===== config.mk =====
export PLATFORM = sky130hd
export DESIGN_NAME = seq_adder_ctrl
export DESIGN_NICKNAME = d
export VERILOG_FILES = /design/src/rtl/seq_adder_ctrl.sv
export SDC_FILE = /design/constraint.sdc
export NUM_CORES = 1
export LEC_CHECK = 0
export BUFFER_PORTS_ARGS = -buffer_cell sky130_fd_sc_hd__buf_2
export CAP_MARGIN = 40
export CORE_ASPECT_RATIO = 0.8
export CORE_MARGIN = 2
export CORE_UTILIZATION = 60
export DETAILED_ROUTE_END_ITERATION = 8
export GPL_ROUTABILITY_DRIVEN = 0
export PLACE_DENSITY_LB_ADDON = 0.15
export SYNTH_ARGS = -nofsm -noshare
export SYNTH_HDL_FRONTEND = slang
export SYNTH_SLANG_ARGS = --single-unit

===== constraint.sdc =====
create_clock -name clk -period 10.35 [get_ports clk]
set_input_delay 0.5175 -clock clk [delete_from_list [all_inputs] [get_ports clk]]
set_output_delay 0.5175 -clock clk [all_outputs]
set_load 0.01 [all_outputs]

===== src/rtl/seq_adder_ctrl.sv =====
// seq_adder_ctrl: multi-cycle adder controller. A single SLICE_WIDTH-bit adder
// slice is reused once per clock, least significant slice first, to add two
// DATA_WIDTH-bit operands. The result is returned through a start/done handshake.
//
// Ports:
//   clk    - clock; all state updates on the rising edge
//   rst    - synchronous, active-high reset
//   start  - request an add; accepted only while idle (busy=0)
//   a, b   - operands, sampled at the accepting edge
//   c_in   - carry into slice 0, sampled at the accepting edge
//   busy   - high from the accepting edge until the result edge
//   done   - one-cycle pulse when sum/c_out/ovf are updated
//   sum    - result register (unsigned add modulo 2^DATA_WIDTH)
//   c_out  - carry out of the most significant slice
//   ovf    - two's-complement overflow
module seq_adder_ctrl #(
    parameter int unsigned DATA_WIDTH  = 64,
    parameter int unsigned SLICE_WIDTH = 16
) (
    input  logic                  clk,
    input  logic                  rst,
    input  logic                  start,
    input  logic [DATA_WIDTH-1:0] a,
    input  logic [DATA_WIDTH-1:0] b,
    input  logic                  c_in,
    output logic                  busy,
    output logic                  done,
    output logic [DATA_WIDTH-1:0] sum,
    output logic                  c_out,
    output logic                  ovf
);

    localparam int unsigned NSLICE = DATA_WIDTH / SLICE_WIDTH;
    localparam int unsigned CW     = (NSLICE > 1) ? $clog2(NSLICE) : 1;

    typedef enum logic {
        IDLE = 1'b0,
        RUN  = 1'b1
    } state_t;

    state_t                  state, state_nxt;
    logic [CW-1:0]           cnt, cnt_nxt;
    logic [DATA_WIDTH-1:0]   op_a, op_a_nxt;
    logic [DATA_WIDTH-1:0]   op_b, op_b_nxt;
    logic [DATA_WIDTH-1:0]   result_reg, result_nxt;
    logic [DATA_WIDTH-1:0]   sum_nxt;
    logic                    carry_reg, carry_nxt;
    logic                    busy_nxt, done_nxt, c_out_nxt, ovf_nxt;

    int unsigned             base;
    logic [SLICE_WIDTH-1:0]  slice_a, slice_b, part;
    logic                    slice_carry;

    // Shared adder slice: selected operand slice plus the held inter-slice carry.
    always_comb begin
        base    = 32'(cnt) * SLICE_WIDTH;
        slice_a = op_a[base +: SLICE_WIDTH];
        slice_b = op_b[base +: SLICE_WIDTH];
        {slice_carry, part} = {1'b0, slice_a} + {1'b0, slice_b}
                            + (SLICE_WIDTH + 1)'(carry_reg);
    end

    // Next-state and next-register values.
    always_comb begin
        state_nxt  = state;
        cnt_nxt    = cnt;
        op_a_nxt   = op_a;
        op_b_nxt   = op_b;
        result_nxt = result_reg;
        carry_nxt  = carry_reg;
        busy_nxt   = busy;
        done_nxt   = 1'b0;
        sum_nxt    = sum;
        c_out_nxt  = c_out;
        ovf_nxt    = ovf;

        case (state)
            IDLE: begin
                if (start) begin
                    op_a_nxt  = a;
                    op_b_nxt  = b;
                    carry_nxt = c_in;
                    cnt_nxt   = '0;
                    busy_nxt  = 1'b1;
                    state_nxt = RUN;
                end
            end
            RUN: begin
                result_nxt[base +: SLICE_WIDTH] = part;
                carry_nxt = slice_carry;
                cnt_nxt   = cnt + CW'(1);
                // Final slice: publish the full result together with both flags.
                if (cnt == CW'(NSLICE - 1)) begin
                    sum_nxt   = result_nxt;
                    c_out_nxt = slice_carry;
                    ovf_nxt   = (op_a[DATA_WIDTH-1] == op_b[DATA_WIDTH-1]) &&
                                (result_nxt[DATA_WIDTH-1] != op_a[DATA_WIDTH-1]);
                    done_nxt  = 1'b1;
                    busy_nxt  = 1'b0;
                    state_nxt = IDLE;
                end
            end
            default: state_nxt = IDLE;
        endcase
    end

    // State and datapath registers; reset aborts any add in flight.
    always_ff @(posedge clk) begin
        if (rst) begin
            state      <= IDLE;
            cnt        <= '0;
            op_a       <= '0;
            op_b       <= '0;
            result_reg <= '0;
            carry_reg  <= 1'b0;
            busy       <= 1'b0;
            done       <= 1'b0;
            sum        <= '0;
            c_out      <= 1'b0;
            ovf        <= 1'b0;
        end else begin
            state      <= state_nxt;
            cnt        <= cnt_nxt;
            op_a       <= op_a_nxt;
            op_b       <= op_b_nxt;
            result_reg <= result_nxt;
            carry_reg  <= carry_nxt;
            busy       <= busy_nxt;
            done       <= done_nxt;
            sum        <= sum_nxt;
            c_out      <= c_out_nxt;
            ovf        <= ovf_nxt;
        end
    end

endmodule


# After elaboration in Yosys (flattened, before gate mapping)
# Index checks and enable logic that the tools add are counted.
# word_totals
ff_bits,264
wordCells,42
out_inout_bits,68
in_bits,132
# classes
eq_ne,5
n_bitwise,1
shifts,4
reduce_logical,5
muxes,12
add_sub_neg,4
# ops
op,n
$shiftx A64 B7 Y16,2
$bwmux W64,1
$shift A16 B34 Y64 const A,1
$shiftx A16 B34 Y64,1
$neg A6 Y34,1
$add A16 B16 Y17,1
$add A17 B1 Y17,1
$mux W1,6
$pmux W1 S2,3
$reduce_and A2 Y1,3
$pmux W2 S2,1
$add A2 B1 Y2 const B,1
$eq A2 B2 Y1 const B,1
$mux W2,1
$ne A2 B1 Y1 const B,1
$ne A2 B2 Y1 const B,1
$reduce_or A2 Y1,1
$eq A1 B1 Y1,1
$logic_and A1 B1 Y1,1
$ne A1 B1 Y1,1
$not A1 Y1,1

# Depth between registers and ports, before layout
# logic_depth
depth_word,7
mapped_depth,13
mapped_depth_nobuf,11

# Worst setup path before layout
# Ideal clock, no wire load.
# synth_timing
path_kind,register to register
start,reg cnt[0]
end,reg ovf
stages_incl_launch_ff,12
path_slack_ps,6729
arrival_ps,3499
period_less_slack_ps,3621
required_time_ps,10228
setup_ps,122
path_cell_list,dfxtp_1 > buf_4 > buf_1 > mux4_2 > ha_1 > o211ai_1 > a21o_1 > a32o_1 > o41ai_2 > xnor2_1 > o21ai_0 > a221o_1
# synth_via
elab_chain_len,7
# synth_lines
element,line_no,rtl
from (decl),42,"logic [CW-1:0] cnt, cnt_nxt;"
from (signal assigned),123,cnt <= cnt_nxt;
"$shiftx A64 B7 Y16, on equally long branches","57, 58",
$add A16 B16 Y17,59,"{slice_carry, part} = {1'b0, slice_a} + {1'b0, slice_b}"
$add A17 B1 Y17,60,+ (SLICE_WIDTH + 1)'(carry_reg);
$shiftx A16 B34 Y64,89,result_nxt[base +: SLICE_WIDTH] = part;
$bwmux W64,89,
$ne A1 B1 Y1,97,(result_nxt[DATA_WIDTH-1] != op_a[DATA_WIDTH-1]);
$logic_and A1 B1 Y1,96,ovf_nxt = (op_a[DATA_WIDTH-1] == op_b[DATA_WIDTH-1]) &&
to (signal assigned),132,ovf <= ovf_nxt;
to (decl),30,output logic ovf
# Parallel ways exist; a longest one is shown, timed or not.
# A chain may end at the register's enable or synchronous reset.

# Worst setup path in the final report
# layout_timing
start,reg cnt[0]
end,reg sum[12]
# layout_via
elab_chain_len,5
# layout_lines
element,line_no,rtl
"$shiftx A64 B7 Y16, on equally long branches","57, 58",
$add A16 B16 Y17,59,
$add A17 B1 Y17,60,
$shiftx A16 B34 Y64,89,
$bwmux W64,89,
to (signal assigned),130,sum <= sum_nxt;
to (decl),28,"output logic [DATA_WIDTH-1:0] sum,"
# Parallel ways exist; a longest one is shown, timed or not.

==> results.json <==
{
  "synth.area.top_cells": "dfxtp_1, nand2_1, a21oi_1, mux4_2, o21ai_0",
  "ctsResizeCount": 0,
  "yosysTopAreaCell": "dfxtp_1",
  "cts_tree": "built",
  "grt_pass1_vias": 8925,
  "worstHoldPathCells": 3,
  "timing.fmax_mhz": 236,
  "synth_top_area_share_pct": 48.5,
  "synthTopCellsByCount": "nand2_1, dfxtp_1, a21oi_1",
  "r2r_setup_slack_ps": 6110,
  "skew_ps": 10.1,
  "synthFlopType": "dfxtp_1",
  "maxSlewHeadroom_pct": 38.2,
  "ctsHoldBuffers": 0,
  "syn_inst": 1248,
  "fin_crit_sh_pct": 40.9,
  "num_vias": 9636,
  "dr.pass1.iters": 6,
  "die-area_um2": 19200,
  "dp_hpwl_mm": 20.0,
  "critical_path_class": "reg2reg",
  "ys_seq_area_share_pct": 48.5,
  "synth_area_per_cell_um2": 8.73,
  "reg2reg_from": "cnt[0]$_SDFFE_PP0P_",
  "synthDistinctLibCells": 46,
  "clockRootBuffer": "clkbuf_16",
  "hold_class": "in2reg",
  "area_growth_pct": 17.4,
  "port_buffers": 199,
  "die_width_um": 155,
  "crit_required_ps": 10710,
  "holdPathEnd": "op_b[25]$_SDFFE_PP0P_",
  "num_io_pins": 200,
  "final_area_um2": 12800,
  "drtIter0Drc": 983,
  "synthesis.nets": 1403,
  "startpoint_type": "flop",
  "cts-buffers-inserted": 25,
  "antenna_left": 0,
  "grt_usage_pct": 30.0,
  "place_area_um2": 12000,
  "synth_edf_count": 0,
  "rsz0062_at_grt": "false",
  "ys_seq_elements": 264,
  "ys_warn_count": 0,
  "p_per_area_nw_per_um2": 175,
  "hold_slack_ps": 232,
  "drc": 0,
  "slew_violations": 0,
  "cts_setup_buffers": 0,
  "htreeDepth": 1,
  "crit_path_start": "cnt[0]$_SDFFE_PP0P_",
  "place_worst_setup_slack_ps": 6080,
  "async_flop_share_pct": 0,
  "cp-end-kind": "flop",
  "clock_path_buffers": 3,
  "synth_most_common_cell": "nand2_1",
  "viasPerCell": 5.88,
  "nets": 1549,
  "outcome": "complete, no violations",
  "final_layout_size_suffix_gt1_share_pct": 20.3,
  "path_max_fanout": 29,
  "core_um2": 17900,
  "antenna_found_initial": 0,
  "utilization_pct": 71.2,
  "rr_worst_depth": 12,
  "rows": 44,
  "hold_viol": 0,
  "hp-start": "b[25]",
  "netlist_area_um2": 10900,
  "die_h_um": 124,
  "grt_max_degree": 124,
  "clock_sinks": 264,
  "wirelength_mm": 29.3,
  "tightest_slew_ps": 920,
  "setup_ws_ps": 6110,
  "insertion_delay_ps": 520,
  "wl_per_cell_um": 17.9,
  "fin_tns_setup_ps": 0,
  "diodes": 0,
  "globalRouteOverflowTotal": 0,
  "p_leak_nw": 5.12,
  "initial_utilization_pct": 60.7,
  "setup_viol": 0,
  "final.min_clock_period_ps": 4240,
  "r2r_end": "sum[12]$_SDFFE_PP0P_",
  "irDropWorstVdd_mv": 0.109,
  "max_cap_viol_count": 0,
  "grt_pass1_wl_mm": 46.9,
  "path_clk_slew_ps": 70,
  "arrival_ps": 4590
}
==> cell usage in the layout, fill, tap and decap left out, types with 24 or more instances in the layout <==
cell type,instances
o21ai_0,79
buf_2,198
nor2_1,55
inv_1,25
mux4_2,32
nand3b_1,24
a22oi_1,51
clkbuf_16,25
nand2_1,300
a21oi_1,165
dfxtp_1,262
==> logic make-up after synthesis <==
| kind of cell | count (synthesis) | share of synthesized area [%] |
|---|---|---|
| flip-flops | 264 | 48.5 |
| XOR/XNOR | 17 | 1.37 |
| AND/OR/NAND/NOR | 432 | 16.9 |
| AO/OA/AOI/OAI | 362 | 19.5 |
| buffers and inverters | 114 | 3.96 |
| adder cells (fa/ha/maj) | 23 | 2.78 |
| multiplexers | 36 | 6.99 |
==> layout make-up <==
cell class	instances	area [um^2]
flip-flops and latches	264	5290
clock inverters	12	171
fillers	1432	5170
clock buffers	30	644
well taps	230	288
repair buffers	207	1090
multi-input cells	870	5200
inverters	26	97.6
==> critical path, cell delays in order (launching register included) <==
cell and delay, ps:
dfxtp_2 560, buf_4 520, mux4_2 560, inv_1 90
fa_1 210, fa_1 220, nor2b_1 50, o21ai_0 150
nand2b_1 110, a31oi_1 550, o21ai_1 180, xnor2_1 610
o21ai_0 230
==> stage by stage <==
| step | power, W | cells |
|---|---|---|
| after floorplan | 0.00124 | 1248 |
| after global placement | 0.00132 | 1595 |
| after detailed placement | 0.00133 | 1597 |
| after CTS | 0.00225 | 1639 |
| after global routing | 0.00232 | 1639 |
| final | 0.00224 | 1639 |
==> per-layer routing <==
layer	wire (um)	up-vias	GRT usage (%)
met3	2390	50	5.29
met1	13700	4584	45.7
met4	623	0	6.64
li1	-	4606	-
met2	12600	396	44.9
met5	0	-	0
==> worst max-delay path by stage <==
stage | to | slack (ps) | cells past startpoint
after floorplan | ovf$_SDFFE_PP0P_ | 6730 | 11
after global placement | sum[44]$_SDFFE_PP0P_ | 6260 | 12
after detailed placement | sum[26]$_SDFFE_PP0P_ | 6080 | 12
after CTS | result_reg[12]$_SDFFE_PP0P_ | 6070 | 12
after global routing | sum[12]$_SDFFE_PP0P_ | 5670 | 12
final | sum[12]$_SDFFE_PP0P_ | 6110 | 12
==> where the power goes <==
| part | internal (W) | switching, W | leakage [nW] |
|---|---|---|---|
| logic | 0.0000878 | 0.000150 | 2.57 |
| clock network | 0.000544 | 0.000388 | 0.391 |
| registers | 0.00105 | 0.0000227 | 2.15 |
No activity file was read; power rests on OpenSTA's default activity.
